<file path="src/rtl/shift_sequencer.sv">
// Multi-cycle controller around the shared single-step ALU: iterates shift/rotate ops
// one bit per clock, tracking CF between steps; single-pass ops take one ALU step.
module shift_sequencer (
   input  logic        clock,
   input  logic        reset_n,
   input  logic        start,
   input  logic [3:0]  op,
   input  logic [15:0] op1,
   input  logic [15:0] op2,
   input  logic        bit16,
   input  logic [11:0] flags_in,
   output logic        busy,
   output logic        done,
   output logic [15:0] result,
   output logic [11:0] flags_out,
   output logic [3:0]  alu_sel,
   output logic [15:0] alu_op1,
   output logic [15:0] alu_op2,
   output logic        alu_bit16,
   output logic [11:0] alu_flags,
   input  logic [15:0] alu_result,
   input  logic [11:0] alu_flags_res
);

   typedef enum logic [1:0] {IDLE, RUN, DONE} state_t;

   state_t      state, state_nxt;
   logic [3:0]  op_q;
   logic [15:0] op2_q;
   logic        bit16_q;
   logic [15:0] acc;
   logic [11:0] flg;
   logic [4:0]  cnt;
   logic        skip;

   logic [4:0]  n_start;
   logic        last;
   logic [15:0] acc_step;
   logic [11:0] flg_step;

   // NOTE: every always_comb output gets a default first, so no path can infer a latch.
   always_comb begin
      n_start  = op[3] ? op2[4:0] : 5'd1;
      last     = (cnt == 5'd1);
      acc_step = bit16_q ? alu_result : {8'h00, alu_result[7:0]};
      flg_step = flg;
      if (!op_q[3])
         flg_step = alu_flags_res;
      else if (!op_q[0])
         flg_step[0] = bit16_q ? acc[15] : acc[7];
      else
         flg_step[0] = acc[0];
      // A zero shift count still spends one RUN cycle, but leaves value and flags alone.
      if (skip) begin
         acc_step = acc;
         flg_step = flg;
      end
   end

   always_comb begin
      state_nxt = state;
      case (state)
         IDLE:    if (start) state_nxt = RUN;
         RUN:     if (last)  state_nxt = DONE;
         DONE:    state_nxt = IDLE;
         default: state_nxt = IDLE;
      endcase
   end

   // NOTE: sequential state uses non-blocking assignments so all registers update together.
   always_ff @(posedge clock or negedge reset_n) begin
      if (!reset_n)
         state <= IDLE;
      else
         state <= state_nxt;
   end

   always_ff @(posedge clock or negedge reset_n) begin
      if (!reset_n) begin
         op_q      <= '0;
         op2_q     <= '0;
         bit16_q   <= 1'b0;
         acc       <= '0;
         flg       <= '0;
         cnt       <= '0;
         skip      <= 1'b0;
         result    <= '0;
         flags_out <= '0;
      end else begin
         case (state)
            IDLE: begin
               if (start) begin
                  op_q    <= op;
                  op2_q   <= op2;
                  bit16_q <= bit16;
                  acc     <= bit16 ? op1 : {8'h00, op1[7:0]};
                  flg     <= flags_in;
                  cnt     <= (n_start == 5'd0) ? 5'd1 : n_start;
                  skip    <= (n_start == 5'd0);
               end
            end
            RUN: begin
               acc <= acc_step;
               flg <= flg_step;
               cnt <= cnt - 5'd1;
               if (last) begin
                  result    <= acc_step;
                  flags_out <= flg_step;
               end
            end
            default: ;
         endcase
      end
   end

   assign busy      = (state != IDLE);
   assign done      = (state == DONE);
   assign alu_sel   = op_q;
   assign alu_op1   = acc;
   assign alu_op2   = op2_q;
   assign alu_bit16 = bit16_q;
   assign alu_flags = flg;

endmodule
</file>
<file path="config.mk">
export PLATFORM = sky130hd
export DESIGN_NAME = shift_sequencer
export DESIGN_NICKNAME = d
export VERILOG_FILES = /design/src/rtl/shift_sequencer.sv
export SDC_FILE = /design/constraint.sdc
export NUM_CORES = 1
export LEC_CHECK = 0
export BUFFER_PORTS_ARGS = -buffer_cell sky130_fd_sc_hd__buf_2
export CAP_MARGIN = 20
export CORE_MARGIN = 4
export CORE_UTILIZATION = 50
export CTS_BUF_LIST = sky130_fd_sc_hd__clkbuf_4
export DETAILED_ROUTE_END_ITERATION = 8
export PLACE_DENSITY_LB_ADDON = 0.12
export SYNTH_ARGS = -nofsm -noshare
export SYNTH_HDL_FRONTEND = slang
export SYNTH_SLANG_ARGS = --single-unit
export TNS_END_PERCENT = 1
</file>
<file path="constraint.sdc">
create_clock -name clock -period 2 [get_ports clock]
set_input_delay 0.2 -clock clock [delete_from_list [all_inputs] [get_ports clock]]
set_output_delay 0.2 -clock clock [all_outputs]
set_load 0.02 [all_outputs]
</file>
==> results_dict.tcl, run 1 <==
set metrics [dict create \
    ant_nets 0 \
    clock_sinks 85 \
    numCtsBuffers 9 \
    period_minus_slack_ns 1.85 \
    rrSetupSlack_ns 0.15 \
    fin_tns_setup_ns 0 \
    hold_path.class "input pin to flip-flop" \
    gr-usage-met1 0.294 \
    yosysUniqueCellTypes 43 \
    start_kind "flip-flop" \
    start_util 0.515 \
    fillers 655 \
    drive_above_1_share 0.399 \
    firstDrtPassIters 4 \
    outcome "completed" \
    rsz0062_at_grt "false" \
    critPathCaptureType "flip-flop" \
    drt_wl_total_um 10400 \
    postSynthAreaPerCell_um2 10.6 \
    use_met2 0.374 \
    cp.required_ns 2.29 \
    postSynthCellCount 375 \
    grt_pass1_vias 3657 \
    die_w_um 97.2 \
    yosys.area.top_type "dfrtp_1" \
    cts.clk_slew.worst_paths_ns 0.13 \
    ctsHoldBuffers 17 \
    setup_viol 0 \
    most-common-layout-cells "buf_2 (157), dfrtp_1 (85), nand2_1 (75), mux2_2 (26), a21oi_1 (22)" \
    final_area_mm2 0.00518 \
    io_pins 159 \
    syn-num-nets 457 \
    drtIter0Drc 193 \
    dieArea_mm2 0.00945 \
    synthFlopType "dfrtp_1" \
    synthTopCellsByArea "dfrtp_1 (53%), mux2_2 (7.4%), nand2_1 (7.1%)" \
    ys_warn_count 0 \
    r2r-start "cnt[1]" \
    ys_seq_area_frac 0.534 \
    clock_latency_ns 0.41 \
    p_leak_nw 2.64 \
    cts-resized-gates 0 \
    cts_setup_buffers 0 \
    finalPower_mw 7.96 \
    die_height_um 97.2 \
    final_common_cell "buf_2" \
    coreArea_mm2 0.00773 \
    synth_seq_cells 85 \
    drt-wirelength-per-cell_um 15.8 \
    cts_root_buf "clkbuf_4" \
    antenna_found_initial 0 \
    grt_overflow 0 \
    via_per_inst 5.36 \
    worstMarginPinSlew_ns 0.998 \
    num_rows 32 \
    drv_slew 0 \
    dp_hpwl_um 7410 \
    worstSetupStartpoint "cnt[1]" \
    powerDensity_mw_per_mm2 1540 \
    htree_levels 3 \
    n_antenna_cell 0 \
    pre_cts_ws_ns 0.179 \
    setup_ws_ns 0.155 \
    vdd_drop_max_mv 0.851 \
    hp-start "flags_in[3]" \
    finalHoldViolCount 0 \
    final_nets 633 \
    grtUsageTotal 0.224 \
    cts_tree "built" \
    synth_top_area_share 0.534 \
    fmax_mhz 542 \
    synthArstFlopShare 1.00 \
    grtUsageMet3 0.0503 \
    grt_pass1_wl_um 17600 \
    grt_max_degree 56 \
    cp.arrival_ns 2.14 \
    fin_util 0.671 \
    clockBufferDepth 2 \
    areaGrowthSynthToFinish_pct 30.2 \
    gp_congestion 0.799 \
    grt-busiest-layer "met2" \
    syn-cell-area_mm2 0.00398 \
    period_share 0.923 \
    relSlewSlack 0.333 \
    cap_violations 0 \
    path_class "flip-flop to flip-flop" \
    post_dp_cell_area_mm2 0.00490 \
    critPathMaxFanout 18 \
    synth-edff-count 0 \
    clock_skew_ns 0.0224 \
    remaining_drc_errors 0 \
    port_buffers 158 \
    vias 3527 \
]
## flip-flops by register name, summed over array words and instances (netlist names)
register / count
flags_out: 12
alu_flags: 12
cnt: 5
state: 2
alu_sel: 4
alu_bit16: 1
skip: 1
result: 16
alu_op1: 16
alu_op2: 16
## power by group
group          internal (mW)  total, mW  switching (mW)
combinational           1.60       4.03            2.42
sequential              2.50       3.08           0.583
clock                  0.295      0.849           0.553
total                   4.40       7.96            3.56
## synth_stat cells (all sizes together), types with 3 or more instances
cell / number
dfrtp: 85
nand2: 75
mux2: 30
a21oi: 22
buf: 21
inv: 14
o21ai: 14
a22oi: 11
and2: 11
a31oi: 10
nand3: 9
a221o: 8
a221oi: 8
mux2i: 8
a22o: 7
nand2b: 5
clkbuf: 4
nor2b: 4
o211ai: 4
nor2: 3
## routing by layer
layer  share of wire  vias up
met5               0        -
met4           0.013        0
met3           0.066       11
met2            0.49      123
met1            0.43     1710
li1                -     1683
## cells by family (layout without fill, tap and decap cells)
kind of cell / count (synthesis) / after routing / synth area share
flops: 85 / 85 / 0.534
simple gates: 117 / 117 / 0.140
fa+ha+maj: 2 / 2 / 0.00629
mux: 38 / 38 / 0.105
buf+inv: 39 / 220 / 0.0487
compound gates: 94 / 94 / 0.166
## cell type report
type                       count  area (um^2)  area share
inverter                      14         52.6      0.0101
timing repair buffer         190         1090       0.210
multi-input combinational    251         1670       0.323
tap                          102          128      0.0246
clock inverter                 4         25.0     0.00483
sequential                    85         2130       0.410
clock buffer                  12         90.1      0.0174
## critical path, cell delays in order (launching register included)
cell and delay (ns):
dfrtp_1 0.41, inv_1 0.08, ha_1 0.15, nor4b_2 0.26, and2_1 0.19, buf_4 0.26
mux2_2 0.37
## worst paths after layout
path	to	cells past startpoint
setup / recovery	result[10]	6
hold / removal	alu_flags[3]	3
setup reg to reg	result[10]	6
hold reg to reg	alu_op2[11]	2
max in group asynchronous	alu_op2[2]	3
min in group asynchronous	alu_op1[6]	2
## stage by stage
stage,instances,hold slack (ns)
4_1_cts,658,0.0000654
3_3_place_gp,625,0.167
2_1_floorplan,375,-0.0956
6_report,658,0.0247
5_1_grt,658,0.00551
3_5_place_dp,625,0.163
No activity file was read; power rests on OpenSTA's default activity.
==> inputs of run 2 (changes only) <==
Settings changed: CORE_MARGIN 4 to 2, PLACE_DENSITY set to 0.93, PLACE_DENSITY_LB_ADDON 0.12 to not set.
==> run 2 against run 1 <==
Compared with the run above:
- worst setup slack better by 0.043 ns
- first-iteration DRC count shrank 9.3%
- combinational power rose by 3%
- clock skew rose by 0.0042 ns
- utilization rose by 3.2 points
- sequential power grew 1%
- largest cell class unchanged
- largest power group unchanged
==> results_dict.tcl, run 2 (synthesis gave the netlist of run 1 again) <==
set metrics [dict create \
    grt_pass1_vias 3789 \
    fin_tns_setup_ns 0 \
    port_buffers 158 \
    critPathTopFamily "simple AND/OR/NAND/NOR gates" \
    worstMarginPinSlew_ns 0.955 \
    fmax_mhz 555 \
    power_frac_comb 0.493 \
    cts_tree "built" \
    period_share 0.901 \
    firstDrtPassIters 5 \
    finalHoldViolCount 0 \
    path_cells "inv_1 -> ha_1 -> nor4b_2 -> and2_1 -> buf_12 -> mux2_2" \
    critPathSlowestCell "dfrtp_1" \
    ant_nets 0 \
    clkPwrFrac 0.136 \
    drive_above_1_share 0.387 \
    multiInputGateArea_mm2 0.00167 \
    most-common-layout-cells "buf_2 (157), dfrtp_1 (85), nand2_1 (75), dlygate4sd3_1 (36), mux2_2 (26)" \
    power_switching_mw 3.77 \
    start_util 0.515 \
    io_pins 159 \
    antenna_found_initial 0 \
    cp.required_ns 2.34 \
    r2r-end "flags_out[9]" \
    drv_slew 0 \
    gp_congestion 0.799 \
    final_common_cell "buf_2" \
    clock_skew_ns 0.0265 \
    clockBufferDepth 2 \
    switching_share 0.448 \
    post_dp_cell_area_mm2 0.00490 \
    via_per_inst 5.55 \
    coreArea_mm2 0.00773 \
    outcome "completed" \
    cap_violations 0 \
    die_w_um 93.2 \
    die_height_um 93.2 \
    path_class "flip-flop to flip-flop" \
    numCtsBuffers 9 \
    final-seq-area_mm2 0.00213 \
    grt_max_degree 53 \
    hp-start "alu_flags_res[11]" \
    n_antenna_cell 0 \
    clock_sinks 85 \
    met1_length_um 4550 \
    top_layer "met4" \
    drt_wl_total_um 11600 \
    htree_levels 3 \
    areaGrowthSynthToFinish_pct 36.4 \
    fillers 556 \
    setup_viol 0 \
    relSlewSlack 0.362 \
    final_nets 651 \
    cts.clk_slew.worst_paths_ns 0.16 \
    cts_root_buf "clkbuf_4" \
    r2r-start "cnt[1]" \
    wl_met2_um 6020 \
    critPathMaxStageDelay_ns 0.43 \
    dp_hpwl_um 7690 \
    hold_depth 3 \
    powerDensity_mw_per_mm2 1550 \
    drtIter0Drc 175 \
    num_rows 32 \
    drt-wirelength-per-cell_um 17.2 \
    critPathMaxFanout 29 \
    vias 3754 \
    wl_met3_um 574 \
    remaining_drc_errors 0 \
    critPathCaptureType "flip-flop" \
    grt_overflow 0 \
    internal_power_mw 4.65 \
    hold_end "alu_flags[11]" \
    dieArea_mm2 0.00869 \
    start_kind "flip-flop" \
    pre_cts_ws_ns 0.222 \
    vdd_drop_max_mv 0.908 \
    rrSetupSlack_ns 0.20 \
    cp.arrival_ns 2.15 \
    grtUsageTotal 0.271 \
    hold_path.class "input pin to flip-flop" \
    power_frac_seq 0.371 \
    grt_pass1_wl_um 18400 \
    rsz0062_at_grt "false" \
    clock_latency_ns 0.45 \
    p_leak_nw 2.74 \
    worst-path-buf-inv 2 \
    final_area_mm2 0.00543 \
    r2r_cells 6 \
    period_minus_slack_ns 1.80 \
    setup_ws_ns 0.198 \
]
-- run 2: worst register-to-register path: cells and delay by family (launching register included) --
kind / cells / cell delay [ns]
flops: 1 / 0.43
buf+inv: 2 / 0.31
simple gates: 2 / 0.45
fa+ha+maj: 1 / 0.14
mux: 1 / 0.37
-- run 2: worst max-delay path by stage --
stage,from,end,slack (ns),cells past startpoint
2_1_floorplan,alu_sel[3],flags_out[10],0.36,4
3_3_place_gp,cnt[1],result[15],0.34,6
3_5_place_dp,cnt[1],flags_out[8],0.22,6
4_1_cts,cnt[1],flags_out[9],0.18,6
5_1_grt,cnt[1],flags_out[9],0.14,6
6_report,cnt[1],flags_out[9],0.20,6
-- run 2: final cells by class --
| type | instances | share of cell area |
|---|---|---|
| well taps | 102 | 0.0235 |
| repair buffers | 208 | 0.236 |
| clock buffers | 9 | 0.0124 |
| clock inverters | 7 | 0.0182 |
| flip-flops and latches | 85 | 0.392 |
| multi-input cells | 251 | 0.308 |
| inverters | 14 | 0.00968 |
-- run 2: what timing repair did --
item,4_1_cts,5_1_grt
hold endpoints to repair,61,1
resized for setup,0,0
hold buffers,35,1
setup buffers,0,0
-- run 2: routing by layer --
metal | up-vias | GRT usage
li1 | 1723 | -
met1 | 1829 | 0.335
met2 | 163 | 0.462
met3 | 39 | 0.0403
met4 | 0 | 0.132
met5 | - | 0
-- run 2: metrics by stage --
| stage | instances | hold WS (ns) | total power, mW | util |
|---|---|---|---|---|
| 4_1_cts | 675 | 0.000882 | 8.38 | 0.701 |
| 3_3_place_gp | 624 | 0.170 | 6.98 | 0.634 |
| 5_1_grt | 676 | 0.0114 | 8.96 | 0.703 |
| 2_1_floorplan | 375 | -0.0956 | 5.74 | - |
| 3_5_place_dp | 624 | 0.175 | 7.19 | 0.634 |
| 6_report | 676 | 0.00540 | 8.42 | 0.703 |
-- run 2: power groups by stage --
stage / sequential [mW] / combinational [mW] / clock, mW
finish: 3.12 / 4.15 / 1.15
global route: 3.22 / 4.51 / 1.24
floorplan: 3.89 / 1.84 / 0
global placement: 3.07 / 3.92 / 0
detailed placement: 3.12 / 4.06 / 0
CTS: 3.09 / 4.13 / 1.15
